<file path="config.mk">
export PLATFORM = sky130hd
export DESIGN_NAME = fc_output_serializer
export DESIGN_NICKNAME = d
export VERILOG_FILES = /design/src/rtl/fc_output_serializer.sv
export SDC_FILE = /design/constraint.sdc
export NUM_CORES = 1
export LEC_CHECK = 0
export ABC_CLOCK_PERIOD_IN_PS = 6900
export BUFFER_PORTS_ARGS = -buffer_cell sky130_fd_sc_hd__buf_2
export CAP_MARGIN = 10
export CORE_MARGIN = 3
export CORE_UTILIZATION = 45
export CTS_BUF_LIST = sky130_fd_sc_hd__clkbuf_4
export DETAILED_ROUTE_END_ITERATION = 7
export PLACE_DENSITY = 0.73
export SLEW_MARGIN = 20
export SYNTH_ARGS = -nofsm -noshare
export SYNTH_HDL_FRONTEND = slang
export SYNTH_SLANG_ARGS = --single-unit
</file>
<file path="constraint.sdc">
create_clock -name clk_i -period 6.9 [get_ports clk_i]
set_input_delay 0.345 -clock clk_i [delete_from_list [all_inputs] [get_ports clk_i]]
set_output_delay 0.345 -clock clk_i [all_outputs]
set_load 0.03 [all_outputs]
</file>
<file path="src/rtl/fc_output_serializer.sv">
`default_nettype none
// ============================================================================
// Module   : fc_output_serializer
// Purpose  : Ping-pong buffered FC-layer output stage; optional ReLU, then
//            streams each captured vector to an output FIFO in LANES-word beats.
// Revision : 1.0
// ============================================================================
module fc_output_serializer #(
    parameter int LAYER_HEIGHT = 5,
    parameter int WORD_SIZE    = 16,
    parameter int LANES        = 1
) (
    input  logic                                   clk_i,
    input  logic                                   reset_i,
    input  logic                                   valid_i,
    output logic                                   ready_o,
    input  logic                                   relu_i,
    input  logic [LAYER_HEIGHT-1:0][WORD_SIZE-1:0] data_i,
    output logic                                   wen_o,
    input  logic                                   full_i,
    output logic [LANES-1:0][WORD_SIZE-1:0]        data_o,
    output logic [LANES-1:0]                       keep_o,
    output logic                                   last_o,
    output logic [1:0]                             pending_o
);

    localparam int NUM_BEATS  = (LAYER_HEIGHT + LANES - 1) / LANES;
    localparam int BW         = (NUM_BEATS > 1) ? $clog2(NUM_BEATS) : 1;
    localparam int BEAT_SLOTS = 1 << BW;
    localparam int PAD_WORDS  = NUM_BEATS * LANES;
    localparam logic [BW-1:0] C_LAST_BEAT = BW'(NUM_BEATS - 1);

    logic [LAYER_HEIGHT-1:0][WORD_SIZE-1:0] r_slot [2];
    logic [1:0]                             r_v;
    logic                                   r_wr_sel;
    logic                                   r_rd_sel;
    logic [BW-1:0]                          r_beat;

    logic [LAYER_HEIGHT-1:0][WORD_SIZE-1:0] w_cap_data;
    logic [LAYER_HEIGHT-1:0][WORD_SIZE-1:0] w_rd_vec;
    logic [PAD_WORDS-1:0][WORD_SIZE-1:0]    w_pad;
    logic [LANES-1:0][WORD_SIZE-1:0]        w_beat_data [BEAT_SLOTS];
    logic [LANES-1:0]                       w_beat_keep [BEAT_SLOTS];
    logic                                   w_capture;
    logic                                   w_rd_valid;
    logic                                   w_drain;
    logic                                   w_last_beat;
    logic [1:0]                             w_v_next;

    genvar gj, gb, gk;

    generate
        for (gj = 0; gj < LAYER_HEIGHT; gj++) begin : g_relu
            assign w_cap_data[gj] = (relu_i && data_i[gj][WORD_SIZE-1]) ? '0 : data_i[gj];
        end
    endgenerate

    // Pad the read vector to a whole number of beats so the tail lanes read 0.
    assign w_rd_vec = r_slot[r_rd_sel];

    generate
        for (gj = 0; gj < PAD_WORDS; gj++) begin : g_pad
            if (gj < LAYER_HEIGHT) begin : g_word
                assign w_pad[gj] = w_rd_vec[gj];
            end else begin : g_zero
                assign w_pad[gj] = '0;
            end
        end
    endgenerate

    generate
        for (gb = 0; gb < BEAT_SLOTS; gb++) begin : g_beat
            if (gb < NUM_BEATS) begin : g_live
                assign w_beat_data[gb] = w_pad[gb*LANES +: LANES];
                for (gk = 0; gk < LANES; gk++) begin : g_keep
                    assign w_beat_keep[gb][gk] = ((gb * LANES + gk) < LAYER_HEIGHT);
                end
            end else begin : g_dead
                assign w_beat_data[gb] = '0;
                assign w_beat_keep[gb] = '0;
            end
        end
    endgenerate

    assign ready_o     = ~r_v[r_wr_sel];
    assign w_capture   = valid_i & ~r_v[r_wr_sel];
    assign w_rd_valid  = r_v[r_rd_sel];
    assign w_drain     = w_rd_valid & ~full_i;
    assign w_last_beat = (r_beat == C_LAST_BEAT);

    // Capture and final-beat free always target different slots, so both apply.
    always_comb begin
        w_v_next = r_v;
        if (w_capture) begin
            w_v_next[r_wr_sel] = 1'b1;
        end
        if (w_drain && w_last_beat) begin
            w_v_next[r_rd_sel] = 1'b0;
        end
    end

    always_ff @(posedge clk_i or posedge reset_i) begin
        if (reset_i) begin
            r_slot[0] <= '0;
            r_slot[1] <= '0;
            r_v       <= '0;
            r_wr_sel  <= 1'b0;
            r_rd_sel  <= 1'b0;
            r_beat    <= '0;
        end else begin
            r_v <= w_v_next;
            if (w_capture) begin
                r_slot[r_wr_sel] <= w_cap_data;
                r_wr_sel         <= ~r_wr_sel;
            end
            if (w_drain) begin
                if (w_last_beat) begin
                    r_beat   <= '0;
                    r_rd_sel <= ~r_rd_sel;
                end else begin
                    r_beat <= r_beat + BW'(1);
                end
            end
        end
    end

    assign wen_o     = w_drain;
    assign data_o    = w_rd_valid ? w_beat_data[r_beat] : '0;
    assign keep_o    = w_rd_valid ? w_beat_keep[r_beat] : '0;
    assign last_o    = w_rd_valid & w_last_beat;
    assign pending_o = {1'b0, r_v[0]} + {1'b0, r_v[1]};

endmodule
`default_nettype wire

</file>
# After elaboration in Yosys (flattened, before gate mapping)
# Memories as Yosys holds them, arrays and structs flattened.
# Index checks and enable logic that the tools add are counted.
# W data, S select, Z words.
dict set report classes {
  reduce_logical 10
  n_shift 0
  n_addsub 2
  order_cmp 8
  n_mul 0
  n_div 0
  bitwise 13
  muxes 29
  n_eq_ne 1
}
# op count
set ops {}
lappend ops {{$mux W80} 4}
lappend ops {{$bwmux W160} 1}
lappend ops {{$mux W16} 8}
lappend ops {{$demux W80 S1} 1}
lappend ops {{$bmux W16 S3} 1}
lappend ops {{$logic_and A1 B1 Y1} 9}
lappend ops {{$mux W1} 9}
lappend ops {{$ge A2 B2 Y1 const B} 2}
lappend ops {{$ge A4 B4 Y1 const B} 1}
lappend ops {{$lt A1 B2 Y1 const B} 2}
lappend ops {{$mux W2} 2}
lappend ops {{$not A1 Y1} 4}
lappend ops {{$not A1 Y2} 2}
lappend ops {{$not A3 Y4} 1}
lappend ops {{$add A3 B1 Y3 const B} 1}
lappend ops {{$and A1 B1 Y1} 3}
lappend ops {{$eq A3 B3 Y1 const B} 1}
lappend ops {{$mux W3} 1}
lappend ops {{$add A1 B1 Y2} 1}
lappend ops {{$and A2 B2 Y2} 1}
lappend ops {{$demux W1 S1} 2}
lappend ops {{$ge A1 B1 Y1 const B} 2}
lappend ops {{$lt A2 B1 Y1 const B} 1}
lappend ops {{$not A2 Y2} 1}
lappend ops {{other kinds (2)} 2}
dict set report word_totals {
  mem_count 1
  rom_bits 8
  ram_bits 0
  register_bits 167
  latch_bits 0
}
# name depth word_bits read_ports rd_clocked_by_memory_dff wr line_no
set mem_list {}
lappend mem_list {{(no name shown)} 8 1 1 0 0 129} ;# assign keep_o = w_rd_valid ? w_beat_keep[r_beat] : '0;

# Longest topological paths before layout
# Gate-level depths: netlist of the first run.
dict set report depth {
  depth_word 8
  mapped_depth 7
  ltp_nobuf 5
}

# Least setup slack after synthesis of the first run
# OpenSTA, ideal clock, no wires.
dict set report synth_timing {
  kind {register to output}
  start {reg r_beat[0]}
  end {out data_o[10] in the netlist's numbering}
  setup_slack_ns 4.605
  stages_incl_launch_ff 6
  t_arrival_ns 1.950
  path_cell_list {dfrtp_1 -> and2_1 -> clkbuf_1 -> buf_2 -> a221o_1 -> a211oi_1}
}
# item line_no
set synth_lines {}
lappend synth_lines {{start, declared} 37} ;# logic [BW-1:0] r_beat;
lappend synth_lines {{start signal, assigned} 121} ;# r_beat <= r_beat + BW'(1);
lappend synth_lines {{end, declared} 21} ;# output logic [LANES-1:0][WORD_SIZE-1:0] data_o,

==> results of run 1 <==
==> cell families (layout without fill, tap and decap cells) <==
kind of cell | count (synthesis) | in the layout | synth area share, %
flip-flops | 167 | 167 | 53.5
multiplexers | 68 | 68 | 11.6
AO/OA/AOI/OAI | 216 | 216 | 16.1
adder cells (fa/ha/maj) | 3 | 3 | 0.480
buffers and inverters | 69 | 190 | 4.63
AND/OR/NAND/NOR | 275 | 275 | 13.7
==> metal layers <==
metal,GRT usage (%),share of wire [%]
met5,0,0
met4,5.38,1.3
met3,4.31,5.6
met2,34.0,48
met1,30.0,45
==> metrics by stage <==
step | total power, mW | setup WS [ps]
6_report | 4.13 | 3140
3_3_place_gp | 3.48 | 3780
3_5_place_dp | 3.53 | 3780
4_1_cts | 4.14 | 3110
5_1_grt | 4.42 | 2890
2_1_floorplan | 3.05 | 2040
==> cell type report <==
cell class / count / area (um2)
Clock buffer: 17 / 128
Clock inverter: 15 / 169
Fill cell: 1562 / 7760
Inverter: 5 / 23.8
Multi-Input combinational cell: 562 / 3290
Sequential cell: 167 / 4180
Tap cell: 220 / 275
Timing Repair Buffer: 153 / 983
==> sequential cells by signal, summed over array words and instances (netlist names) <==
name / flops
r_beat: 3
r_rd_sel: 1
r_slot: 160
r_v: 2
r_wr_sel: 1
==> worst max-delay path by stage <==
| stage | to | cells after the start | slack [ps] |
|---|---|---|---|
| floorplan | r_beat[0] | 1 | 2040 |
| global placement | data_o[14] | 4 | 3780 |
| detailed placement | data_o[12] | 4 | 3780 |
| CTS | data_o[12] | 4 | 3110 |
| global route | data_o[14] | 5 | 2890 |
| finish | data_o[14] | 5 | 3140 |
==> critical path, delay by kind of cell, from the launching register on <==
| kind | cells | cell delay (ps) |
|---|---|---|
| compound gates | 2 | 560 |
| buf+inv | 2 | 650 |
| flops | 1 | 850 |
| simple gates | 1 | 790 |
==> cell usage in the layout (no fill, tap or decap), drive strengths merged, types with 2 or more instances in the layout <==
master,n
nand2,261
dfrtp,167
o21ai,160
buf,113
dlygate4sd3,40
mux2i,34
a211oi,32
mux2,18
clkbuf,17
a221o,16
mux4,16
inv,10
clkinv,6
nand2b,5
nor2,3
a21oi,3
ha,3
o31ai,2
clkinvlp,2
bufinv,2
==> where the power goes <==
| part | leakage, nW | total (mW) | internal [mW] | switching [mW] |
|---|---|---|---|---|
| Sequential | 2.12 | 1.70 | 1.41 | 0.291 |
| Clock | 0.157 | 0.590 | 0.224 | 0.366 |
| Combinational | 2.07 | 1.84 | 0.736 | 1.10 |
==> what timing repair did <==
action                                 4_1_cts  5_1_grt
hold buffers                                39        1
endpoints found under the hold margin      152        1
resized for setup                            0        0
==> impl_metrics.env, run 1 <==
export IMPL_rrSetupSlack_ps=4250
export IMPL_worst_ep_required_time_ps=6550
export IMPL_yosys_warnings=0
export IMPL_cts_setup_buffers=0
export IMPL_final_util_pct=53.8
export IMPL_finalWeightedCongestion=0.843
export IMPL_grt_pass1_wl_mm=30.8
export IMPL_grt_total_usage_pct=21.3
export IMPL_final_area_um2=9050
export IMPL_relSlewSlack_pct=34.7
export IMPL_tns_ps=0
export IMPL_slew_viol_final=0
export IMPL_num_antenna_cells=0
export IMPL_synthFlopType="dfrtp_1"
export IMPL_rows=47
export IMPL_vias=6158
export IMPL_hold_path_endpoint="r_slot[21]"
export IMPL_ys_seq_elements=167
export IMPL_synth_area_top_cells="dfrtp_1 (53%), nand2_1 (13%), o21ai_0 (10%), mux4_2 (4.6%), mux2i_1 (4.4%)"
export IMPL_status="complete, no violations"
export IMPL_grt_remaining_overflow=0
export IMPL_setup_viol=0
export IMPL_cts_htree_levels=4
export IMPL_coreArea_um2=16800
export IMPL_die_w_um=138
export IMPL_first_iter_violations=490
export IMPL_path_class="flip-flop to output pin"
export IMPL_drv_cap=0
export IMPL_drc=0
export IMPL_clockBufferDepth=2
export IMPL_rr_worst_depth=4
export IMPL_synthArstFlopShare_pct=100
export IMPL_cts_sinks=167
export IMPL_io_buffers=106
export IMPL_postRouteAntennaNets=0
export IMPL_drt_vias_per_instance=5.41
export IMPL_powerDensity_nw_per_um2=456
export IMPL_io_pins=107
export IMPL_timing_rr_end="r_beat[0]"
export IMPL_yosysTopAreaCellShare_pct=53.5
export IMPL_power_leakage_nw=4.35
export IMPL_hpwl_mm=13.5
export IMPL_cts_tree="yes"
export IMPL_arrival_ps=3420
export IMPL_antenna_found_initial=0
export IMPL_clk_pin_slew_ps=140
export IMPL_crit_slowest_cell="dfrtp_1"
export IMPL_yosysMostFrequentCell="nand2_1"
export IMPL_cts_buffers=17
export IMPL_min_delay_start="data_i[21]"
export IMPL_routed_wl_mm=19.5
export IMPL_cp_common_cell="a211oi_1"
export IMPL_fin_cells=1139
export IMPL_worstSetupStartpointType="flip-flop"
export IMPL_die_h_um=138
export IMPL_worstPathCellList="nor3b_2 > buf_4 > a211oi_1 > a211oi_1 > buf_2"
export IMPL_drive_gt1_share_pct=20.3
export IMPL_area_growth_pct=15.9
export IMPL_tightest_slew_ps=979
export IMPL_rsz0062_at_grt="no"
export IMPL_cpPeakStageDelay_ps=850
export IMPL_root_buffer="clkbuf_4"
export IMPL_grt_pass1_vias=5862
export IMPL_grt_max_degree=110
export IMPL_ys_types=30
export IMPL_synth_fp_nets=886
export IMPL_worst_setup_path_end_kind="output pin"
export IMPL_whs_ps=35.4
export IMPL_placed_area_um2=8350
export IMPL_hold_violations=0
export IMPL_synth_common_cells="nand2_1 (261), dfrtp_1 (167), o21ai_0 (158), mux2i_1 (34), a211oi_1 (31)"
export IMPL_r2r_start="r_rd_sel"
export IMPL_synth_area_leader_cell="dfrtp_1"
export IMPL_place_inst=1067
export IMPL_ir_drop_mv=0.306
export IMPL_min_period_ps=3760
export IMPL_synthesis_instances=798
export IMPL_post_drt_wl_per_cell_um=17.2
export IMPL_die_area_um2=19000
export IMPL_synth_area_um2=7810
export IMPL_fin_nets=994
export IMPL_first_pass_iters=5
export IMPL_syn_area_per_cell_um2=9.79
export IMPL_fmax_mhz=266
export IMPL_fin_skew_ps=19.3
export IMPL_whs_path_depth=3
export IMPL_clk_latency_ps=570
export IMPL_hold_path_class="input pin to flip-flop"
export IMPL_cp_max_fo=23
export IMPL_crit_path_start="r_beat[2]"
export IMPL_synth_edf_count=0
export IMPL_initial_utilization_pct=46.5
export IMPL_yosysSeqAreaShare_pct=53.5
export IMPL_finalCritPeriodShare_pct=54.6
No activity file was read; power rests on OpenSTA's default activity.
==> run 2: changes to the inputs <==
--- a/config.mk
+++ b/config.mk
@@ -5,7 +5,7 @@
 export SDC_FILE = /design/constraint.sdc
 export NUM_CORES = 1
 export LEC_CHECK = 0
-export ABC_CLOCK_PERIOD_IN_PS = 6900
+export ABC_CLOCK_PERIOD_IN_PS = 3600
 export BUFFER_PORTS_ARGS = -buffer_cell sky130_fd_sc_hd__buf_2
 export CAP_MARGIN = 10
 export CORE_MARGIN = 3
==> constraint.sdc (replaced) <==
create_clock -name clk_i -period 3.6 [get_ports clk_i]
set_input_delay 0.18 -clock clk_i [delete_from_list [all_inputs] [get_ports clk_i]]
set_output_delay 0.18 -clock clk_i [all_outputs]
set_load 0.03 [all_outputs]
==> impl_metrics.env, run 2 (synthesis gave the netlist of run 1 again) <==
export IMPL_tightest_slew_ps=947
export IMPL_placed_area_um2=8430
export IMPL_pwr_share_seq_pct=40.5
export IMPL_worst_ep_required_time_ps=3420
export IMPL_total_power_mw=8.08
export IMPL_clk_latency_ps=580
export IMPL_grt_pass1_vias=5989
export IMPL_first_iter_violations=559
export IMPL_path_class="flip-flop to output pin"
export IMPL_cts_setup_buffers=0
export IMPL_min_period_ps=3340
export IMPL_cts_tree="yes"
export IMPL_power_leakage_nw=4.57
export IMPL_cts_htree_levels=4
export IMPL_worstSetupStartpointType="flip-flop"
export IMPL_cts_buffers=17
export IMPL_clk_pin_slew_ps=140
export IMPL_largest_reg_flops=160
export IMPL_ir_drop_mv=0.671
export IMPL_area_growth_pct=22.5
export IMPL_finalWeightedCongestion=0.812
export IMPL_fin_skew_ps=16.9
export IMPL_drc=0
export IMPL_finalCritPeriodShare_pct=92.9
export IMPL_drive_gt1_share_pct=19.7
export IMPL_vias=6294
export IMPL_fmax_mhz=299
export IMPL_final_area_um2=9580
export IMPL_clockBufferDepth=2
export IMPL_first_pass_iters=4
export IMPL_hold_path_class="input pin to flip-flop"
export IMPL_final_util_pct=56.9
export IMPL_combPwrFrac_pct=44.3
export IMPL_grt_max_degree=163
export IMPL_num_fill_cells=1471
export IMPL_drv_cap=0
export IMPL_hold_violations=0
export IMPL_setup_viol=0
export IMPL_multi_input_area_um2=3290
export IMPL_root_buffer="clkbuf_4"
export IMPL_cp_max_fo=15
export IMPL_rows=47
export IMPL_grt_remaining_overflow=0
export IMPL_routed_wl_mm=20.1
export IMPL_cts_sinks=167
export IMPL_hpwl_mm=13.7
export IMPL_status="complete, no violations"
export IMPL_p_int_mw=4.73
export IMPL_num_antenna_cells=0
export IMPL_tns_ps=0
export IMPL_die_h_um=138
export IMPL_io_buffers=106
export IMPL_rsz0062_at_grt="no"
export IMPL_io_pins=107
export IMPL_final_cell_mix="nand2_1 (261), dfrtp_1 (166), o21ai_0 (158)"
export IMPL_antenna_found_initial=0
export IMPL_grt_pass1_wl_mm=32.0
export IMPL_die_area_um2=19000
export IMPL_die_w_um=138
export IMPL_reg_top3="r_slot: 160 flops, r_beat: 3 flops, r_v: 2 flops"
export IMPL_worst_setup_path_end_kind="output pin"
export IMPL_regArea_um2=4180
export IMPL_coreArea_um2=16800
export IMPL_initial_utilization_pct=46.5
export IMPL_top_register="r_slot"
export IMPL_layout_commonest_cell="nand2_1"
export IMPL_ctsHoldBuffers=82
export IMPL_p_sw_mw=3.36
export IMPL_slew_viol_final=0
export IMPL_power_share_clock_pct=15.3
export IMPL_post_drt_wl_per_cell_um=16.9
export IMPL_postRouteAntennaNets=0
export IMPL_arrival_ps=3160
export IMPL_fin_nets=1041
export IMPL_grt_total_usage_pct=22.2
export IMPL_drt_vias_per_instance=5.31
export IMPL_cts_resized=0
export IMPL_relSlewSlack_pct=36.7
export IMPL_switching_share_pct=41.5
export IMPL_powerDensity_nw_per_um2=844
run 2: final cells by class:
cell class | instances | area share, %
clock inverters | 15 | 2.12
well taps | 220 | 2.87
clock buffers | 17 | 1.33
multi-input cells | 562 | 34.3
repair buffers | 200 | 15.4
inverters | 5 | 0.235
flip-flops and latches | 167 | 43.7
run 2: worst paths after layout:
check                      cells past startpoint      start  slack (ps)          end
hold / removal                                 3     relu_i          60   r_slot[47]
setup / recovery                               6  r_beat[0]         260   data_o[12]
min in group asynchronous                      3    reset_i         330  r_slot[133]
max in group asynchronous                      4    reset_i        2210   r_slot[60]
hold reg to reg                                2  r_slot[9]         490    r_slot[9]
setup reg to reg                               4   r_rd_sel        1440    r_beat[0]
run 2: per-layer routing:
metal  routed length (um)  vias to the layer above  GRT usage, %
li1                     -                     3074             -
met1                 9280                     3041          31.7
met2                 9540                      156          34.8
met3                  961                       23          4.97
met4                  295                        0          5.54
met5                    0                        -             0
run 2: power groups by stage:
| stage | combinational (mW) | clock (mW) | sequential (mW) |
|---|---|---|---|
| 6_report | 3.58 | 1.23 | 3.27 |
| 2_1_floorplan | 2.80 | 0 | 3.05 |
| 4_1_cts | 3.58 | 1.26 | 3.27 |
| 3_3_place_gp | 3.44 | 0 | 3.28 |
| 5_1_grt | 3.94 | 1.33 | 3.38 |
| 3_5_place_dp | 3.51 | 0 | 3.31 |
run 2: worst max-delay path: stages, from the launching register on:
cell,delay [ps]
dfrtp_1,720
buf_4,370
nor2b_1,180
buf_4,210
a221o_1,320
a211oi_1,470
buf_2,290
run 2: stage by stage:
stage | hold WS [ps] | setup WS [ps] | cells
2_1_floorplan | 279 | 1290 | 798
3_3_place_gp | 425 | 916 | 1072
3_5_place_dp | 425 | 901 | 1072
4_1_cts | 24.8 | 228 | 1186
5_1_grt | 44.7 | 46.2 | 1186
6_report | 55.2 | 255 | 1186
